$ cat config.mk
export PLATFORM = sky130hd
export DESIGN_NAME = lc3_pipe_controller
export DESIGN_NICKNAME = d
export VERILOG_FILES = /design/src/rtl/lc3_pipe_controller.sv
export SDC_FILE = /design/constraint.sdc
export NUM_CORES = 1
export LEC_CHECK = 0
export CAP_MARGIN = 20
export CELL_PAD_IN_SITES_DETAIL_PLACEMENT = 0
export CELL_PAD_IN_SITES_GLOBAL_PLACEMENT = 1
export CORE_MARGIN = 5
export CORE_UTILIZATION = 26
export DETAILED_ROUTE_END_ITERATION = 7
export PLACE_DENSITY_LB_ADDON = 0.15
export SYNTH_ARGS = -nofsm -noshare
export SYNTH_HDL_FRONTEND = slang
export SYNTH_SLANG_ARGS = --single-unit
export TNS_END_PERCENT = 50
$ cat constraint.sdc
create_clock -name clock -period 5.29 [get_ports clock]
set_input_delay 1.058 -clock clock [delete_from_list [all_inputs] [get_ports clock]]
set_output_delay 1.058 -clock clock [all_outputs]
set_load 0.05 [all_outputs]
$ cat src/rtl/lc3_pipe_controller.sv
// ============================================================================
// Module   : lc3_pipe_controller
// Purpose  : LC3 five-stage pipeline sequencer: stage enables, data-memory
//            access FSM, branch-flush bubbles and ALU bypass detection.
// Revision : 1.0 - initial release
// ============================================================================
`default_nettype none

module lc3_pipe_controller #(
   parameter int FLUSH_CYCLES = 2,
   parameter int FILL_CYCLES  = 4
) (
   input  logic        clock,
   input  logic        reset,
   input  logic [15:0] ir,
   input  logic [15:0] ir_exec,
   input  logic [2:0]  psr,
   input  logic        complete_data,
   output logic        enable_updatePC,
   output logic        enable_fetch,
   output logic        enable_decode,
   output logic        enable_execute,
   output logic        enable_writeback,
   output logic        br_taken,
   output logic [1:0]  mem_state,
   output logic        bypass_alu_1,
   output logic        bypass_alu_2
);

   typedef enum logic [1:0] {
      MEM_READ     = 2'd0,
      MEM_INDIRECT = 2'd1,
      MEM_WRITE    = 2'd2,
      MEM_IDLE     = 2'd3
   } mem_state_t;

   localparam logic [3:0] c_OP_BR  = 4'd0;
   localparam logic [3:0] c_OP_ADD = 4'd1;
   localparam logic [3:0] c_OP_LD  = 4'd2;
   localparam logic [3:0] c_OP_ST  = 4'd3;
   localparam logic [3:0] c_OP_AND = 4'd5;
   localparam logic [3:0] c_OP_LDR = 4'd6;
   localparam logic [3:0] c_OP_STR = 4'd7;
   localparam logic [3:0] c_OP_NOT = 4'd9;
   localparam logic [3:0] c_OP_LDI = 4'd10;
   localparam logic [3:0] c_OP_STI = 4'd11;
   localparam logic [3:0] c_OP_JMP = 4'd12;

   localparam logic [2:0] c_FILL  = 3'(FILL_CYCLES);
   localparam logic [1:0] c_FLUSH = 2'(FLUSH_CYCLES);

   mem_state_t r_state;
   mem_state_t w_state_nxt;
   logic       r_load;
   logic       w_load_nxt;
   logic [2:0] r_fill;
   logic [1:0] r_flush;

   logic [3:0] w_op_x;
   logic [3:0] w_op_d;
   logic       w_is_load;
   logic       w_is_store;
   logic       w_is_ind;
   logic       w_alu_x;
   logic       w_alu_d;
   logic       w_fill_done;
   logic       w_br_cond;
   logic       w_unused;

   assign w_op_x     = ir_exec[15:12];
   assign w_op_d     = ir[15:12];
   assign w_is_load  = (w_op_x == c_OP_LD) || (w_op_x == c_OP_LDR) || (w_op_x == c_OP_LDI);
   assign w_is_store = (w_op_x == c_OP_ST) || (w_op_x == c_OP_STR) || (w_op_x == c_OP_STI);
   assign w_is_ind   = (w_op_x == c_OP_LDI) || (w_op_x == c_OP_STI);
   assign w_alu_x    = (w_op_x == c_OP_ADD) || (w_op_x == c_OP_AND) || (w_op_x == c_OP_NOT);
   assign w_alu_d    = (w_op_d == c_OP_ADD) || (w_op_d == c_OP_AND) || (w_op_d == c_OP_NOT);
   assign w_fill_done = (r_fill == c_FILL);
   assign w_br_cond  = (w_op_x == c_OP_JMP) ||
                       ((w_op_x == c_OP_BR) && ((ir_exec[11:9] & psr) != 3'b000));
   assign w_unused   = ^{ir[11:9], ir[4:3], ir_exec[8:0]};
   assign mem_state  = r_state;

   always_ff @(posedge clock or negedge reset) begin
      if (!reset) begin
         r_state <= MEM_IDLE;
         r_load  <= 1'b0;
         r_fill  <= 3'd0;
         r_flush <= 2'd0;
      end else begin
         r_state <= w_state_nxt;
         r_load  <= w_load_nxt;
         if (r_fill < c_FILL)
            r_fill <= r_fill + 3'd1;
         if (br_taken)
            r_flush <= c_FLUSH;
         else if (r_flush != 2'd0)
            r_flush <= r_flush - 2'd1;
      end
   end

   always_comb begin
      // Fill ramp: a short FILL_CYCLES turns the remaining stages on together.
      enable_updatePC  = (r_fill != 3'd0);
      enable_fetch     = (r_fill != 3'd0);
      enable_decode    = (r_fill >= 3'd2) || w_fill_done;
      enable_execute   = (r_fill >= 3'd3) || w_fill_done;
      enable_writeback = (r_fill >= 3'd4) || w_fill_done;
      w_state_nxt      = r_state;
      w_load_nxt       = r_load;

      if (r_state != MEM_IDLE) begin
         enable_updatePC  = 1'b0;
         enable_fetch     = 1'b0;
         enable_decode    = 1'b0;
         enable_execute   = 1'b0;
         enable_writeback = (r_state == MEM_READ) && complete_data && r_load;
      end else if (r_flush != 2'd0) begin
         enable_decode    = 1'b0;
         enable_execute   = 1'b0;
         enable_writeback = 1'b0;
      end

      case (r_state)
         MEM_IDLE: begin
            if (enable_execute && (w_is_load || w_is_store)) begin
               w_load_nxt = w_is_load;
               if (w_is_ind)
                  w_state_nxt = MEM_INDIRECT;
               else if (w_is_load)
                  w_state_nxt = MEM_READ;
               else
                  w_state_nxt = MEM_WRITE;
            end
         end
         MEM_INDIRECT: begin
            if (complete_data)
               w_state_nxt = r_load ? MEM_READ : MEM_WRITE;
         end
         MEM_READ, MEM_WRITE: begin
            if (complete_data)
               w_state_nxt = MEM_IDLE;
         end
         default: w_state_nxt = MEM_IDLE;
      endcase

      // enable_execute already folds in the memory-stall and flush gating.
      br_taken     = enable_execute && w_br_cond;
      bypass_alu_1 = enable_execute && w_alu_x && w_alu_d && (ir[8:6] == ir_exec[11:9]);
      bypass_alu_2 = enable_execute && w_alu_x && w_alu_d && (w_op_d != c_OP_NOT) &&
                     !ir[5] && (ir[2:0] == ir_exec[11:9]);
   end

endmodule

`default_nettype wire

==> metrics, run 1 <==
outcome=finished, final reports clean; VDD IR-drop max=0.0002117 V; Remaining Overflow, GRT=0; Clock Latency Late Sink=0.26 ns; CTS Hold Bufs=0; number of synthesized flops with an enable pin=0; share of post-route cells with drive strength above 1=16.50%; die area=3782 um2; leak pwr=0.0004414 uW; nets@finish=147; TritonCTS clock tree=yes; sequential area share after synthesis=29.40%; total negative slack=0 ns; RD Place Congestion=0.7036; max-slew violation count=0; CTS Sinks=8; PortBufs=33; Die W=61.50 um; Avg Cell Area, Syn=10.29 um2; final setup vio count=0; Die Span Y=61.50 um; CTS Buf Count=3; H-tree depth=1; initial core utilization=27.58%; Worst-Margin Slew=0.5122 ns; slowest CP cell=clkdlybuf4s50_1; Crit Path Category=input port to primary output; Setup crit start kind=input port; Crit Path Max Fanout=7; Final Hold Vio Count=0; crit path DAT=3.35 ns; Fmax=0.2270 GHz; Top delay family on crit path=buffers and inverters; DRC=0; largest net degree at the start of global routing=9; Detail Route Antenna Nets=0; required time worst endpoint=4.23 ns; Core Region=2500 um2; Final Cell Area=1076 um2; Final min period=4.405 ns; most common cell after layout, fill and taps aside=clkdlybuf4s50_1; CP endpoint kind=primary output; Netlist Area Pre-Place=689.4 um2; vias per cell=4.556; P&R area growth vs syn=56.08%; WL final=1773 um; first-pass GRT wire length=2697 um; CTS root buffer=clkbuf_4; post-synthesis register bit count=8; Placed Area=1050 um2; Resized cells post-CTS=0; via count=606; Max Buffers Root-to-Sink=2; initial antenna violation count=0; number of global-route vias before repair=604; syn_nets=110; post-DR wirelength/cell=13.33 um; final setup skew=0.001450 ns; antenna cells=0; CP Buf/Inv Count=2; Yosys cell types=37; maxcap violations=0; Post-CTS Setup Repair Bufs=0; DR pass1 iterations=4; commonest cells after routing, fill and taps aside=clkdlybuf4s50_1, inv_1, dfrtp_1; Most common cell on crit path=clkdlybuf4s50_1; ys flop type=dfrtp_1; Cell Chain, Critical Path=clkdlybuf4s50_1 > a211oi_1 > nand4_4 > a2111oi_4 > clkdlybuf4s50_1; RSZ-0062 raised after global routing=no; clk slew on worst S/H paths=0.06 ns; final worst-path cycle share=83.27%; Hold/Removal Path Class=flop to flop; Ys Warns=0; Post-Syn Instances=67; FILL cells=251; standard-cell rows=18; dpl hpwl=1447 um; Iter 0 DRT Violations=11; Rel. slew slack=65.75%; PwrDens=450.8 nW/um2; Total Routing Usage GR=9.727%; critical path's largest stage delay=0.85 ns; FFs w/ async S/R, synth=100.0%; Top Ports=48
[per-layer routing]
metal	up-vias	GRT usage (%)	part of all wire [%]
li1	313	-	-
met4	0	0.9091	0.28
met2	8	16.74	53
met1	283	11.90	42
met5	-	0	0
met3	2	3.774	4.9
[cells in the mapped netlist, drive strengths merged, types with 2 or more instances]
cell type / instances / area share, %
inv: 7 / 4.2
dfrtp: 6 / 22
ha: 5 / 9.1
xnor2: 4 / 5.1
xor2: 4 / 5.1
nand2: 3 / 1.6
nand3: 3 / 2.9
nor2: 3 / 1.6
o21ai: 3 / 2.2
a211oi: 2 / 2.2
and2b: 2 / 2.2
dfstp: 2 / 7.6
mux2: 2 / 3.8
nor4: 2 / 2.7
or2: 2 / 2.2
[cell families after synthesis]
family	after synthesis	synth area share, %
AOI/OAI and AO/OA	14	19.24
xor gates and xnor gates	8	10.16
adders and majority gates	5	9.074
buffers and inverters	8	5.264
DFF	8	29.40
muxes	3	5.262
and+or+nand+nor	21	21.60
[worst paths after layout]
| kind | slack [ns] | cells after the start | to | from |
|---|---|---|---|---|
| worst max register to register | 3.50 | 7 | r_load$_DFFE_PN0P_ | r_fill[1]$_DFFE_PN0N_ |
| worst min register to register | 0.52 | 1 | r_load$_DFFE_PN0P_ | r_load$_DFFE_PN0P_ |
| min in group asynchronous | 1.08 | 1 | r_load$_DFFE_PN0P_ | reset |
| worst max-delay path | 0.89 | 5 | bypass_alu_2 | ir_exec[13] |
| worst min-delay path | 0.52 | 1 | r_load$_DFFE_PN0P_ | r_load$_DFFE_PN0P_ |
| max in group asynchronous | 3.89 | 1 | mem_state[0]$_DFFE_PN1P_ | reset |
[flip-flops by register name, summed over array words and instances, names as in the netlist]
name and flops:
r_flush 2, r_fill 3, r_load 1, mem_state 2
[metrics by stage]
| step | hold WS (ns) | utilization, % | setup WS [ns] | std cells | power (uW) |
|---|---|---|---|---|---|
| floorplan | 0.4750 | - | 1.136 | 67 | 338.7 |
| global placement | 0.5089 | 41.99 | 0.8717 | 129 | 436.3 |
| detailed placement | 0.5063 | 41.99 | 0.8645 | 129 | 438.1 |
| CTS | 0.5186 | 43.04 | 0.8528 | 133 | 493.7 |
| global route | 0.5293 | 43.04 | 0.7940 | 133 | 514.6 |
| finish | 0.5186 | 43.04 | 0.8851 | 133 | 485.1 |
[final cells by class]
| class | count | area (um2) | share of cell area [%] |
|---|---|---|---|
| Clock buffer | 4 | 26.28 | 2.442 |
| Inverter | 7 | 28.78 | 2.674 |
| Multi-Input combinational cell | 51 | 450.4 | 41.86 |
| Sequential cell | 8 | 202.7 | 18.84 |
| Tap cell | 30 | 37.54 | 3.488 |
| Timing Repair Buffer | 33 | 330.3 | 30.70 |
[power breakdown]
group	total [uW]	internal [uW]	switching, uW
Sequential	105	86.5	18.9
Clock	52.9	29.1	23.8
Combinational	327	127	200
Total	485	243	243
(Power assumes the default switching activity.)
==> run 2: changes to the inputs <==
Settings changed: CORE_UTILIZATION 26 to 22.
Clock period 5.29 ns to 3.9 ns, I/O delays scaled along.
==> run 2 against run 1 <==
Register-to-register slack lost 1.4 ns; cell area grew 5.1%; utilization shrank 5.7 points; setup slack lost 0.28 ns; clock skew grew 0.0070 ns; critical path depth is the same; worst hold slack is essentially flat; combinational power grew 37%; via count shrank 0.17%; highest routed layer is now met3.
==> metrics, run 2 (same netlist as run 1, synthesis figures left out) <==
outcome=finished, final reports clean; Final Hold Vio Count=0; maxcap violations=0; Top Ports=48; RSZ-0062 raised after global routing=no; total negative slack=0 ns; Finished Core Util=37.36%; share of post-route cells with drive strength above 1=20.19%; DRC=0; Hold/Removal Path Class=flop to flop; final setup skew=0.008493 ns; most common cell after layout, fill and taps aside=clkdlybuf4s50_1; antenna cells=0; VDD IR-drop max=0.0002169 V; Worst-Margin Slew=0.4977 ns; largest net degree at the start of global routing=9; number of flip-flops in the largest register=3; Sw Share=49.63%; DR pass1 iterations=2; Resized cells post-CTS=0; Int Power=331.3 uW; required time worst endpoint=3.12 ns; dpl hpwl=1525 um; Rel. slew slack=66.72%; Setup crit start kind=input port; CP endpoint kind=primary output; Clock Latency Late Sink=0.25 ns; via count=605; CTS root buffer=clkbuf_4; nets@finish=148; Gate power share=68.0%; RD Place Congestion=0.7251; standard-cell rows=20; Detail Route Antenna Nets=0; post-DR wirelength/cell=11.87 um; Fmax=0.3039 GHz; CTS Buf Count=3; clk slew on worst S/H paths=0.05 ns; initial core utilization=22.77%; Seq pwr share=21.8%; PwrDens=581.6 nW/um2; Core Region=3028 um2; Die W=65.98 um; CTS Sinks=8; vias per cell=4.088; Largest Register=r_fill; number of global-route vias before repair=639; PortBufs=33; crit path DAT=2.51 ns; Final min period=3.291 ns; final worst-path cycle share=84.37%; Post-CTS Setup Repair Bufs=0; max-slew violation count=0; CTS Hold Bufs=0; Max Buffers Root-to-Sink=2; Die Span Y=65.98 um; die area=4353 um2; WL final=1757 um; Crit Path Max Fanout=7; Total Routing Usage GR=8.760%; worst hold margin=0.5185 ns; P&R area growth vs syn=64.06%; initial antenna violation count=0; Iter 0 DRT Violations=12; Crit Path Category=input port to primary output; commonest cells after routing, fill and taps aside=clkdlybuf4s50_1, inv_1, dfrtp_1; final setup vio count=0; TritonCTS clock tree=yes; leak pwr=0.0004611 uW; H-tree depth=1; first-pass GRT wire length=2891 um; clock power share=10.2%; P_sw=326.5 uW; Remaining Overflow, GRT=0
run 2: cell types whose count changed in the layout (fill, tap and decap cells not counted), sizes merged:
cell,before,now
clkdlybuf4s50,33,30
buf,0,4
run 2: per-layer routing:
metal | up-vias | GRT usage [%] | wire length [um]
met3 | 0 | 4.592 | 91
met5 | - | 0 | 0
met4 | 0 | 1.523 | 0
met1 | 279 | 10.84 | 844
li1 | 315 | - | -
met2 | 11 | 13.64 | 821
run 2: cell type report:
class / count / area [um2]
clock buffer: 4 / 26.28
fill: 324 / 1897
inverter: 7 / 28.78
multi-input combinational: 51 / 450.4
sequential: 8 / 202.7
tap: 44 / 55.05
timing repair buffer: 34 / 367.9
run 2: worst paths after layout:
| path | start | endpoint | slack (ns) | cells past startpoint |
|---|---|---|---|---|
| max reg2reg | r_fill[0]$_DFFE_PN0N_ | r_load$_DFFE_PN0P_ | 2.11 | 7 |
| min in group asynchronous | reset | r_fill[0]$_DFFE_PN0N_ | 0.80 | 1 |
| min reg2reg | r_load$_DFFE_PN0P_ | r_load$_DFFE_PN0P_ | 0.52 | 1 |
| max | ir_exec[13] | bypass_alu_2 | 0.61 | 5 |
| min | r_load$_DFFE_PN0P_ | r_load$_DFFE_PN0P_ | 0.52 | 1 |
| max in group asynchronous | reset | mem_state[0]$_DFFE_PN1P_ | 2.79 | 1 |
run 2: per-stage QoR:
stage	instance area (um2)	setup WS (ns)	total power, uW	instances
final	1131	0.6094	657.8	148
after global routing	1131	0.5182	704.1	148
after CTS	1131	0.5958	667.1	148
after detailed placement	1105	0.6091	596.1	144
after global placement	1105	0.6212	597.6	144
after floorplan	689.4	0.3025	459.4	67
run 2: worst max-delay path, cell delays in order:
cell,delay (ns)
clkdlybuf4s50_1,0.54
a211oi_1,0.42
nand4_4,0.18
a2111oi_4,0.40
buf_12,0.18
run 2: power groups by stage:
stage | Combinational [uW] | Sequential, uW | Clock [uW]
4_1_cts | 454 | 143 | 70.6
2_1_floorplan | 286 | 173 | 0
5_1_grt | 477 | 148 | 79.2
3_3_place_gp | 453 | 144 | 0
6_report | 447 | 143 | 67.4
3_5_place_dp | 452 | 144 | 0
==> run 3: changes to the inputs <==
Settings changed: CORE_UTILIZATION 22 to 24.
Clock period 3.9 ns to 3.2 ns, I/O delays scaled along.
==> run 3 against run 2 <==
Critical path depth grew 1; flip-flop and latch count is the same; via count shrank 0.33%; first-iteration DRC count grew 25%; cell area decreased by 1.1%; wire length shrank 1.1%; critical endpoint unchanged.
==> metrics, run 3 (same netlist as run 1, synthesis figures left out) <==
first-pass GRT wire length=2870 um; initial antenna violation count=0; CTS root buffer=clkbuf_4; Top Metal Used=met4; standard-cell rows=19; required time worst endpoint=2.56 ns; Total Routing Usage GR=9.144%; Crit Path Category=input port to primary output; Met1 Wirelength=797 um; clk slew on worst S/H paths=0.05 ns; CTS Buf Count=3; met3 routed wirelength=95 um; crit path DAT=2.35 ns; final worst-path cycle share=93.44%; Crit Path Max Fanout=3; total negative slack=0 ns; dpl hpwl=1544 um; P&R area growth vs syn=62.25%; outcome=finished, final reports clean; initial core utilization=25.00%; CTS Hold Bufs=0; Hold/Removal Path Class=flop to flop; Remaining Overflow, GRT=0; via count=603; Final min period=2.990 ns; RSZ-0062 raised after global routing=no; commonest cells after routing, fill and taps aside=clkdlybuf4s50_1, inv_1, dfrtp_1; start point of the worst hold path=r_load$_DFFE_PN0P_; PwrDens=714.8 nW/um2; max-slew violation count=0; reg2reg start=r_fill[1]$_DFFE_PN0N_; final setup vio count=0; DR pass1 iterations=3; die area=4044 um2; DRC=0; Final Hold Vio Count=0; PortBufs=33; Max Buffers Root-to-Sink=2; post-DR wirelength/cell=12.87 um; Worst-Margin Slew=0.4989 ns; Detail Route Antenna Nets=0; VDD IR-drop max=0.0005148 V; Top Ports=48; Iter 0 DRT Violations=15; Setup crit start kind=input port; Clock Latency Late Sink=0.25 ns; share of post-route cells with drive strength above 1=22.12%; nets@finish=148; Fmax=0.3344 GHz; most common cell after layout, fill and taps aside=clkdlybuf4s50_1; Core Region=2758 um2; antenna cells=0; Die W=63.60 um; CP endpoint kind=primary output; largest net degree at the start of global routing=9; Post-CTS Setup Repair Bufs=0; WL final=1738 um; critical path launch point=ir_exec[12]; leak pwr=0.0004623 uW; final setup skew=0.006451 ns; Rel. slew slack=66.64%; Resized cells post-CTS=0; Largest Register=r_fill; CTS Sinks=8; Die Span Y=63.60 um; pre-CTS setup slack=0.1991 ns; WL met2=830 um; TritonCTS clock tree=yes; RD Place Congestion=0.7212; number of flip-flops in the largest register=3; final worst setup slack=0.2099 ns; H-tree depth=1; vias per cell=4.467; number of global-route vias before repair=605; maxcap violations=0
## run 3: cell types whose count changed in the layout (fill, tap and decap cells not counted), sizes merged
cell / delta
clkdlybuf4s50: -1
buf: +1
## run 3: power by group
| part | switching (uW) | total [uW] | leakage (uW) | internal (uW) |
|---|---|---|---|---|
| Combinational | 335 | 544 | 0.000354 | 210 |
| Sequential | 30.1 | 173 | 0.0000930 | 143 |
| Clock | 34.2 | 81.9 | 0.0000150 | 47.7 |
| Total | 399 | 800 | 0.000462 | 401 |
## run 3: layout make-up
class                           count  area, um2
Fill cell                         275       1639
Multi-Input combinational cell     51      456.7
Timing Repair Buffer               34      365.4
Sequential cell                     8      202.7
Tap cell                           31      38.79
Inverter                            7      28.78
Clock buffer                        4      26.28
## run 3: routing by layer
metal / GRT usage, % / vias up
met5: 0 / -
met4: 1.558 / 0
met3: 4.973 / 2
met2: 13.45 / 10
met1: 11.85 / 272
li1: - / 319
## run 3: final timing paths
kind	to	slack, ns	cells past startpoint
min	r_load$_DFFE_PN0P_	0.52	1
min reg2reg	r_load$_DFFE_PN0P_	0.52	1
min in group asynchronous	r_fill[0]$_DFFE_PN0N_	0.67	1
max	bypass_alu_2	0.21	6
max reg2reg	r_load$_DFFE_PN0P_	1.44	7
max in group asynchronous	mem_state[1]$_DFFE_PN1P_	2.22	1
## run 3: critical path, cell delays in order
cell             delay (ns)
clkdlybuf4s50_1        0.53
inv_1                  0.10
a211oi_1               0.31
nand4_4                0.17
a2111oi_4              0.40
buf_12                 0.18
## run 3: metrics by stage
| stage | total power (uW) | cells | cell area [um2] | hold WS (ns) | util [%] |
|---|---|---|---|---|---|
| floorplan | 561.7 | 67 | 695.7 | 0.3444 | - |
| global placement | 727.5 | 131 | 1092 | 0.5008 | 39.61 |
| detailed placement | 728.7 | 131 | 1092 | 0.5170 | 39.61 |
| CTS | 817.5 | 135 | 1119 | 0.5296 | 40.56 |
| global route | 862.1 | 135 | 1119 | 0.5508 | 40.56 |
| finish | 799.6 | 135 | 1119 | 0.5219 | 40.56 |
==> RTL edit: new RTL, config.mk and constraints of run 1 <==
Make the reset (`reset`) synchronous in one clocked block.
--- a/src/rtl/lc3_pipe_controller.sv
+++ b/src/rtl/lc3_pipe_controller.sv
@@ -80,7 +80,7 @@
    assign w_unused   = ^{ir[11:9], ir[4:3], ir_exec[8:0]};
    assign mem_state  = r_state;
 
-   always_ff @(posedge clock or negedge reset) begin
+   always_ff @(posedge clock) begin
       if (!reset) begin
          r_state <= MEM_IDLE;
          r_load  <= 1'b0;
Behaviour: differs if reset is asserted again (counterexample within 4 cycles, from zero or initial values and one cycle with reset low); with reset held inactive, the same outputs for 10 cycles.
==> RTL edit against run 1 <==
Clock skew rose by 0.0096 ns; largest cell class unchanged; final area down 6.4%; worst setup slack improved by 0.30 ns; synthesized area decreased by 8.3%; sequential cell count unchanged; power shrank 12%; wire length is 2.4% higher; global-route usage up 0.78 points; sequential share of layout area down 2.9 points.
==> RTL edit: results (changes against run 1) <==
stage	metric	value	unit	change
outcome	status	completed		unchanged
hold_path	hp-start	r_flush[0]$_SDFFE_PP0P_		was r_load$_DFFE_PN0P_
synth	async_reset_ff_share	0	%	was 100%
detailed_routing	drc	0		unchanged
critical_path	path_max_fanout	5		was 7
synth	synthTopCellsByCount	dfxtp_1 (8), nand2_1 (8), xnor2_1 (6), inv_1 (5), ha_1 (4)		was dfrtp_1 (6), inv_1 (6), ha_1 (5), xnor2_1 (4), xor2_1 (4)
critical_path	path_delay_family	buffers and inverters		unchanged
grt	grt_max_degree	8		was 9
power	irDropWorstVdd	0.390	mV	was 0.212 mV
synth	synth-xor-area-share	9.70	%	was 10.2%
clocking	path_clk_slew	0.05	ns	
cells_and_area	regMostFlops	r_fill		unchanged
grt	grt_pass1_wl	2880	um	was 2700 um
detailed_routing	vias	670		was 606
detailed_routing	post_drt_wl_per_cell	13.3	um	about the same
placed_design	io_buffers	33		unchanged
critical_path	r2r-end	r_load$_SDFFE_PN0P_		was r_load$_DFFE_PN0P_
placed_design	gp_congestion	0.703		was 0.704
critical_path	timing.rr.start	r_fill[2]$_SDFFE_PN0N_		was r_fill[1]$_DFFE_PN0N_
synth	ys_seq_area_share	25.3	%	was 29.4%
clocking	numCtsBuffers	3		unchanged
synth	syn_nets	116		was 110
synth	synth_mux_area_share	3.17	%	was 5.26%
cells_and_area	nNetsFinal	152		was 147
critical_path	r2r_setup_slack	3.78	ns	was 3.50 ns
synth	synth_adder_area_share	7.92	%	was 9.07%
sta	worstMarginPinSlew	0.507	ns	was 0.512 ns
detailed_routing	drt-initial-drc-count	8		was 11
synth	synth_top_family_by_area	simple AND/OR/NAND/NOR gates		unchanged
hold_path	min_to	r_flush[0]$_SDFFE_PP0P_		was r_load$_DFFE_PN0P_
grt	grt_use_total	10.5	%	was 9.73%
synth	synth_compound_area_share	18.6	%	was 19.2%
cells_and_area	diodes	0		unchanged
cells_and_area	drive_gt1_share	8.33	%	was 16.5%
power	leakage	0.000396	uW	was 0.000441 uW
hold_path	worstHoldPathCells	1		unchanged
clocking	cts_setup_buffers	0		unchanged
clocking	clock_path_buffers	2		unchanged
synth	yosysUniqueCellTypes	40		was 37
sta	skew	0.0111	ns	was 0.00145 ns
critical_path	cp.arrival	3.05	ns	was 3.35 ns
clocking	h-tree-depth	1		unchanged
hold_path	hp-class	flip-flop to flip-flop		unchanged
placed_design	hpwl	1520	um	was 1450 um
grt	antenna_found_initial	0		unchanged
critical_path	r2r_cells	5		was 7
synth	synth_area_leaders	dfxtp_1 (25%), xnor2_1 (8.3%), ha_1 (7.9%)		was dfrtp_1 (22%), ha_1 (9.1%), dfstp_2 (7.6%)
cells_and_area	largest_reg_flops	3		unchanged
-- RTL edit: cell count changes after synthesis, sizes merged, moves of 2 or more --
cell / change
o32a: +2
dfrtp: -6
a211oi: -2
mux2: -2
dfstp: -2
xor2: -3
o21ai: -2
and2b: -2
nand2: +5
a21boi: +2
xnor2: +2
dfxtp: +8
-- RTL edit: layout make-up --
| type | count | area (um^2) |
|---|---|---|
| clock buffer | 3 | 22.5 |
| tap | 28 | 35.0 |
| multi-input combinational | 57 | 433 |
| inverter | 7 | 26.3 |
| timing repair buffer | 33 | 330 |
| fill | 247 | 1270 |
| sequential | 8 | 160 |
-- RTL edit: layer usage --
metal / GRT usage (%) / wire (um) / vias up
met3: 2.40 / 134 / 4
met5: 0 / 0 / -
met1: 13.3 / 808 / 308
li1: - / - / 336
met2: 16.7 / 848 / 22
met4: 4.85 / 23 / 0
-- RTL edit: worst register-to-register path: cells and delay by family (launching register included) --
| family | cells | cell delay (ns) |
|---|---|---|
| AOI/OAI and AO/OA | 1 | 0.33 |
| adders and majority gates | 1 | 0.20 |
| buffers and inverters | 1 | 0.09 |
| DFF | 1 | 0.47 |
| muxes | 1 | 0.19 |
| and+or+nand+nor | 1 | 0.17 |
-- RTL edit: how the worst max path moves through the flow --
stage / startpoint / to / slack (ns) / cells past startpoint
final: ir_exec[15] / br_taken / 1.18 / 5
after global routing: ir_exec[15] / br_taken / 1.01 / 5
after CTS: ir_exec[15] / br_taken / 1.17 / 5
after detailed placement: ir_exec[15] / br_taken / 1.17 / 5
after global placement: ir_exec[15] / br_taken / 1.18 / 5
after floorplan: ir_exec[15] / br_taken / 1.28 / 3
-- RTL edit: stage by stage --
step | area [um^2] | setup WS, ns | hold WS, ns | instances
after floorplan | 632 | 1.28 | 0.414 | 74
after global placement | 985 | 1.18 | 0.433 | 133
after detailed placement | 985 | 1.17 | 0.452 | 133
after CTS | 1010 | 1.17 | 0.459 | 136
after global routing | 1010 | 1.01 | 0.474 | 136
final | 1010 | 1.18 | 0.456 | 136
-- RTL edit: logic make-up after synthesis --
kind of cell	after synthesis
AND/OR/NAND/NOR	29
buffers and inverters	9
AO/OA/AOI/OAI	15
adder cells (fa/ha/maj)	4
multiplexers	2
flip-flops	8
XOR/XNOR	7
-- RTL edit: power by group --
part           switching, uW  internal, uW  total, uW  leakage [uW]
clock network           22.2          26.1       48.2     0.0000138
registers               20.1          74.0       94.0     0.0000654
logic                    176           111        287      0.000317
